--- src/rtl/accel_sched_pkg.sv ---
// Shared types and sizing helpers for the accelerometer sample scheduler.
package accel_sched_pkg;

  typedef enum logic [2:0] {
    StIdle,
    StWaitTick,
    StRequest,
    StWaitDone,
    StCommit,
    StError
  } sched_state_e;

  // Counter width able to hold 0..n-1, never narrower than one bit.
  function automatic int unsigned cnt_width(input int unsigned n);
    return (n > 1) ? $clog2(n) : 1;
  endfunction

  function automatic int unsigned calc_period(input int unsigned clk_hz,
                                              input int unsigned rate_hz);
    return clk_hz / rate_hz;
  endfunction

endpackage

--- src/rtl/rate_tick_gen.sv ---
// Free-running period divider: one-cycle tick every PERIOD cycles while enabled.
module rate_tick_gen
  import accel_sched_pkg::*;
#(
  parameter int unsigned PERIOD = 10
) (
  input  logic clk,
  input  logic reset,
  input  logic i_enable,
  output logic o_tick
);

  localparam int unsigned CntW = cnt_width(PERIOD);
  localparam logic [CntW-1:0] LastCnt = CntW'(PERIOD - 1);

  logic [CntW-1:0] cnt_q, cnt_d;

  // Held at zero while disabled so the first tick lands PERIOD cycles after enable.
  always_comb begin
    cnt_d = '0;
    if (i_enable && (cnt_q != LastCnt)) begin
      cnt_d = cnt_q + CntW'(1);
    end
  end

  always_ff @(posedge clk or posedge reset) begin
    if (reset) begin
      cnt_q <= '0;
    end else begin
      cnt_q <= cnt_d;
    end
  end

  assign o_tick = i_enable && (cnt_q == LastCnt);

endmodule

--- src/rtl/accel_sample_scheduler.sv ---
// Per-period SPI read sequencer with timeout/retry supervision and averaging-window counting.
module accel_sample_scheduler
  import accel_sched_pkg::*;
#(
  parameter int unsigned CLK_FREQ_HZ    = 100_000_000,
  parameter int unsigned SAMPLE_RATE_HZ = 100,
  parameter int unsigned TIMEOUT_CYCLES = 50_000,
  parameter int unsigned RETRY_MAX      = 3,
  parameter int unsigned WINDOW         = 16
) (
  input  logic                      clk,
  input  logic                      reset,
  input  logic                      i_enable,
  output logic                      o_SPI_Start,
  input  logic                      i_SPI_Done,
  output logic                      o_AVG_dataReady,
  output logic                      o_SCH_WindowDone,
  output logic [$clog2(WINDOW)-1:0] o_SCH_SampleCount,
  output logic                      o_SCH_Overrun,
  output logic                      o_SCH_Timeout,
  output logic                      o_SCH_Error,
  output logic                      o_SCH_Busy
);

  localparam int unsigned PERIOD = calc_period(CLK_FREQ_HZ, SAMPLE_RATE_HZ);
  localparam int unsigned ToW    = cnt_width(TIMEOUT_CYCLES);
  localparam int unsigned RetryW = cnt_width(RETRY_MAX + 1);
  localparam int unsigned CountW = $clog2(WINDOW);

  localparam logic [ToW-1:0]    ToLast     = ToW'(TIMEOUT_CYCLES - 1);
  localparam logic [RetryW-1:0] RetryLimit = RetryW'(RETRY_MAX);
  localparam logic [CountW-1:0] CountLast  = CountW'(WINDOW - 1);

  sched_state_e      state_q;
  logic [ToW-1:0]    to_cnt_q;
  logic [RetryW-1:0] retry_q;
  logic [RetryW-1:0] retry_inc;
  logic [CountW-1:0] count_q;
  logic              start_q, ready_q, wdone_q, error_q, busy_q;
  logic              tick;
  logic              timeout_hit;

  rate_tick_gen #(
    .PERIOD (PERIOD)
  ) u_tick (
    .clk      (clk),
    .reset    (reset),
    .i_enable (i_enable),
    .o_tick   (tick)
  );

  // Done in the expiry cycle takes priority, so expiry is qualified by !i_SPI_Done.
  assign timeout_hit = (state_q == StWaitDone) && !i_SPI_Done && (to_cnt_q == ToLast);
  assign retry_inc   = retry_q + RetryW'(1);

  always_ff @(posedge clk or posedge reset) begin
    if (reset) begin
      state_q  <= StIdle;
      to_cnt_q <= '0;
      retry_q  <= '0;
      count_q  <= '0;
      start_q  <= 1'b0;
      ready_q  <= 1'b0;
      wdone_q  <= 1'b0;
      error_q  <= 1'b0;
      busy_q   <= 1'b0;
    end else begin
      start_q <= 1'b0;
      ready_q <= 1'b0;
      wdone_q <= 1'b0;
      case (state_q)
        StIdle: begin
          if (i_enable) state_q <= StWaitTick;
        end
        StWaitTick: begin
          if (!i_enable) begin
            state_q <= StIdle;
          end else if (tick) begin
            state_q <= StRequest;
            start_q <= 1'b1;
            busy_q  <= 1'b1;
          end
        end
        StRequest: begin
          to_cnt_q <= '0;
          state_q  <= StWaitDone;
        end
        StWaitDone: begin
          if (i_SPI_Done) begin
            state_q <= StCommit;
            retry_q <= '0;
            ready_q <= 1'b1;
            if (count_q == CountLast) begin
              count_q <= '0;
              wdone_q <= 1'b1;
            end else begin
              count_q <= count_q + CountW'(1);
            end
          end else if (timeout_hit) begin
            retry_q <= retry_inc;
            if (retry_inc >= RetryLimit) begin
              state_q <= StError;
              error_q <= 1'b1;
              busy_q  <= 1'b0;
            end else if (i_enable) begin
              state_q <= StRequest;
              start_q <= 1'b1;
            end else begin
              // Disabled mid-retry: abandon the sample rather than re-request.
              state_q <= StIdle;
              retry_q <= '0;
              busy_q  <= 1'b0;
            end
          end else begin
            to_cnt_q <= to_cnt_q + ToW'(1);
          end
        end
        StCommit: begin
          busy_q  <= 1'b0;
          state_q <= i_enable ? StWaitTick : StIdle;
        end
        StError: begin
          if (!i_enable) begin
            state_q <= StIdle;
            error_q <= 1'b0;
            retry_q <= '0;
            count_q <= '0;
          end
        end
        default: state_q <= StIdle;
      endcase
    end
  end

  assign o_SPI_Start       = start_q;
  assign o_AVG_dataReady   = ready_q;
  assign o_SCH_WindowDone  = wdone_q;
  assign o_SCH_SampleCount = count_q;
  assign o_SCH_Error       = error_q;
  assign o_SCH_Busy        = busy_q;
  assign o_SCH_Timeout     = timeout_hit;
  // ERROR ignores ticks entirely, so it does not report them as dropped.
  assign o_SCH_Overrun     = tick && (state_q != StWaitTick) && (state_q != StError);

endmodule
--- config.mk ---
export PLATFORM = sky130hd
export DESIGN_NAME = accel_sample_scheduler
export DESIGN_NICKNAME = d
export VERILOG_FILES = /design/src/rtl/accel_sched_pkg.sv /design/src/rtl/rate_tick_gen.sv /design/src/rtl/accel_sample_scheduler.sv
export SDC_FILE = /design/constraint.sdc
export NUM_CORES = 1
export LEC_CHECK = 0
export CAP_MARGIN = 20
export CORE_MARGIN = 4
export CORE_UTILIZATION = 60
export DETAILED_ROUTE_END_ITERATION = 10
export HOLD_SLACK_MARGIN = 0.12
export MAX_ROUTING_LAYER = met4
export PLACE_DENSITY = 0.89
export SYNTH_ARGS = -nofsm -noshare
export SYNTH_HDL_FRONTEND = slang
export SYNTH_SLANG_ARGS = --single-unit
--- constraint.sdc ---
create_clock -name clk -period 2.7 [get_ports clk]
set_input_delay 0.54 -clock clk [delete_from_list [all_inputs] [get_ports clk]]
set_output_delay 0.54 -clock clk [all_outputs]
set_load 0.01 [all_outputs]
==> run summary <==
The flow ran to the end, and the final reports show no timing, DRC or antenna violations. The die is 75.4 µm tall. STA puts the critical path data required time at 2160 ps. The repair_antennas step left the layout with diodes totalling 0. Of the post-synthesis cell area, the dominant cell type holds 0.459. Ranked by total cell area, the synthesized netlist is headed by dfrtp_1 (46%), o21ai_0 (4.2%), a21oi_1 (3.9%). The port buffer count came out at 14. Counting flops with an async set or reset pin after synthesis yields a share of 1.00.

The initial utilization of the core area, before any placement, comes to 0.622. Setup repair after global routing left no endpoint under its margin. The share of power burned in registers is 0.597. The count of pins over their slew limit came out at 0.

After synthesis, the netlist uses 55 different library cells. The internal power summed over all cells is 0.000957 W. The total detailed-routing wirelength is 5780 µm. The clock input transition at the sequential cells of the worst setup and hold paths is 110 ps. The total CTS buffers is 5.

Setup violations remaining at the end of the flow were counted as 0. The worst setup path is launched from a register. The region available for standard cell placement spans 4380 µm². For the worst setup path, the data arrival time is 2070 ps. The sequential element share of the synthesized area is 0.459. The share of total power dissipated in the clock network is 0.365.

The total nets after synthesis came out at 294. The largest net degree at the start of global routing came out at 51. The switching share of total power came out at 0.247. The combinational fraction of design power came out at 0.038. The average routed wire per standard cell came out at 16.1 µm. The initial antenna violation count came out at 0.

The post-route non-filler standard cell count came out at 359. The post-cts gate resize count came out at 4. The count of cells along the worst register-to-register path is 5. In the routed design, unresolved DRC markers number 0. In this run the core area contains 24 standard-cell rows. The switching power is 0.000314 W.

The die area came out at 5690 µm². By instance count, the leading cell after synthesis is dfrtp_1. The power per standard cell area is 411 nW/µm².

The biggest area contributor in the post-synthesis netlist is dfrtp_1. Synthesis produced 286 cells. The maximum clock rate is 383 MHz. The clock sink count is 50. After routing, the total negative slack on setup checks comes to 0 ps.

Headroom to the max-slew limit came out at 0.647. The worst setup path is of the register to output port kind. A synthesized cell averages 9.54 µm².

Sorting the synthesized cells by how often they occur yields dfrtp_1 (50), o21ai_0 (23), a21oi_1 (21), nor2_1 (21), nand2_1 (20). Among all flip-flop cells after synthesis, the most frequent one is dfrtp_1. On the final layout, the worst clock skew is 18.0 ps. For the pin with the worst max-slew slack, the measured transition is 528 ps. In this run the static leakage power is 1.28 nW. In this run the clock root is driven by a clkbuf_8. The net count of the finished layout came out at 314. The first-pass GRT wire length came out at 9930 µm. The routed layout has 2285 vias. The detailed router finished its first iteration with 229 violations. The post-synthesis register bit count came out at 50. The wire-length estimate of the detail-placed layout is 3870 µm. The number of routed nets with antenna violations came out at 0. The congestion estimate from routability-driven global placement came to 0.904. The final cycle utilization of the critical path came out at 0.966.

Along the worst hold path, the cell count comes to 1. The kind of end point of the critical path is an output port. In the routed layout, each cell is associated on average with a via count of 6.36. Counting flops with a built-in enable in the synthesized netlist gives 0. The area growth from synthesis to layout is 13.4%.

The maximum fanout along the worst path is 6. The clock latency on the worst-skew pair is 320 ps. The post-CTS setup repair buffer count came out at 0.

The share of final-layout standard cells stronger than drive strength 1 came out at 0.124. The number of cells after detailed placement is 351. The final-report hold violation count came out at 0. The floorplan step set the die width to 75.4 µm. TritonCTS built the clock tree.

The H-tree was split into 2 levels. The number of hold-repair buffers added at the cts stage is 0. The leftover overflow at the end of global routing is 0. In this run the deepest clock path goes through 2 buffers. Yosys printed 0 warnings.

The time the worst path needs with I/O delays and setup is 2610 ps. Across the run, the number of max-cap violations was 0. The path class of the lowest-slack min-delay path is register to register. The detailed-routing iteration count for the pre-antenna-repair pass is 4. The via count of the first global-routing pass came out at 2213. The total global routing track utilization came out at 0.230.

The top-level I/O count came out at 15. The worst vdd rail ir drop came out at 0.381 mV. After synthesis the cells add up to 2730 µm².
[stage by stage]
stage          cell area (µm²)  worst slack [ps]  total power (W)  hold slack (ps)   util
6_report                  3090              92.0          0.00127              522  0.706
5_1_grt                   3090              11.6          0.00132              561  0.706
4_1_cts                   3070              19.8          0.00128              523  0.700
3_5_place_dp              2970              24.4         0.000822              508  0.676
3_3_place_gp              2970              24.3         0.000822              482  0.676
2_1_floorplan             2730               613         0.000802              464      -
[kinds of logic after synthesis]
group | after synthesis | share of synthesized area
DFF | 50 | 0.459
adders and majority gates | 4 | 0.0183
AOI/OAI and AO/OA | 78 | 0.182
xor gates and xnor gates | 11 | 0.0353
buffers and inverters | 24 | 0.0394
muxes | 1 | 0.00367
and+or+nand+nor | 118 | 0.262
[cell usage in the layout, fill, tap and decap left out, types with 2 or more instances in the layout]
cell type,synthesis,final
a21oi_1,21,21
a31oi_1,6,6
a32o_1,2,2
a41o_1,4,4
and2_1,5,4
and3_1,4,4
and3b_1,3,3
and4_1,5,5
buf_4,3,10
clkbuf_8,0,5
clkdlybuf4s50_1,0,13
dfrtp_1,50,49
ha_1,4,4
inv_1,12,11
nand2_1,20,20
nand2b_1,2,2
nand3_1,12,12
nand4_1,8,8
nor2_1,21,21
nor3_1,4,3
nor3b_1,2,2
nor4_1,3,3
nor4b_2,0,2
o21a_1,2,2
o21ai_0,23,23
o22ai_1,2,2
o31ai_1,8,8
or3_1,5,5
or4_1,8,8
xnor2_1,2,2
xor2_1,9,9
[cell type report]
cell class	count	area, µm²
repair buffers	25	234
clock buffers	5	68.8
multi-input cells	212	1400
clock inverters	3	25.0
fillers	323	1290
inverters	12	45.0
flip-flops and latches	50	1250
well taps	52	65.1
[power groups by stage]
stage	clock network [W]	registers [W]	logic (W)
after floorplan	0	0.000771	0.0000308
after global placement	0	0.000773	0.0000485
after detailed placement	0	0.000773	0.0000491
after CTS	0.000471	0.000759	0.0000493
after global routing	0.000506	0.000760	0.0000545
final	0.000464	0.000759	0.0000482
[registers in the layout (all words and copies together) (netlist names)]
register	flops
o_SCH_SampleCount	4
state_q	3
retry_q	2
to_cnt_q	16
o_SCH_Busy	1
u_tick.cnt_q	20
o_SCH_Error	1
o_AVG_dataReady	1
o_SCH_WindowDone	1
o_SPI_Start	1
[layer usage]
| metal | vias up | wire (µm) | GRT usage |
|---|---|---|---|
| met3 | 6 | 232 | 0.0488 |
| li1 | 1108 | - | - |
| met1 | 1123 | 2590 | 0.297 |
| met2 | 48 | 2890 | 0.359 |
| met4 | 0 | 67 | 0.0835 |
| met5 | - | 0 | - |
[worst max-delay path: stages, from the launching register on]
cell and delay [ps]:
dfrtp_1 440, nor4bb_1 400, nand4_1 190, nor3_1 170
clkdlybuf4s50_1 560
[worst paths after layout]
check	start	end	slack, ps
min in group asynchronous	reset	u_tick.cnt_q[2]	560
worst max register to register	u_tick.cnt_q[7]	u_tick.cnt_q[11]	860
max in group asynchronous	reset	to_cnt_q[15]	1890
worst min register to register	to_cnt_q[0]	to_cnt_q[0]	520
worst max-delay path	to_cnt_q[10]	o_SCH_Timeout	90
worst min-delay path	to_cnt_q[0]	to_cnt_q[0]	520
Power figures use the tool's default switching activity.
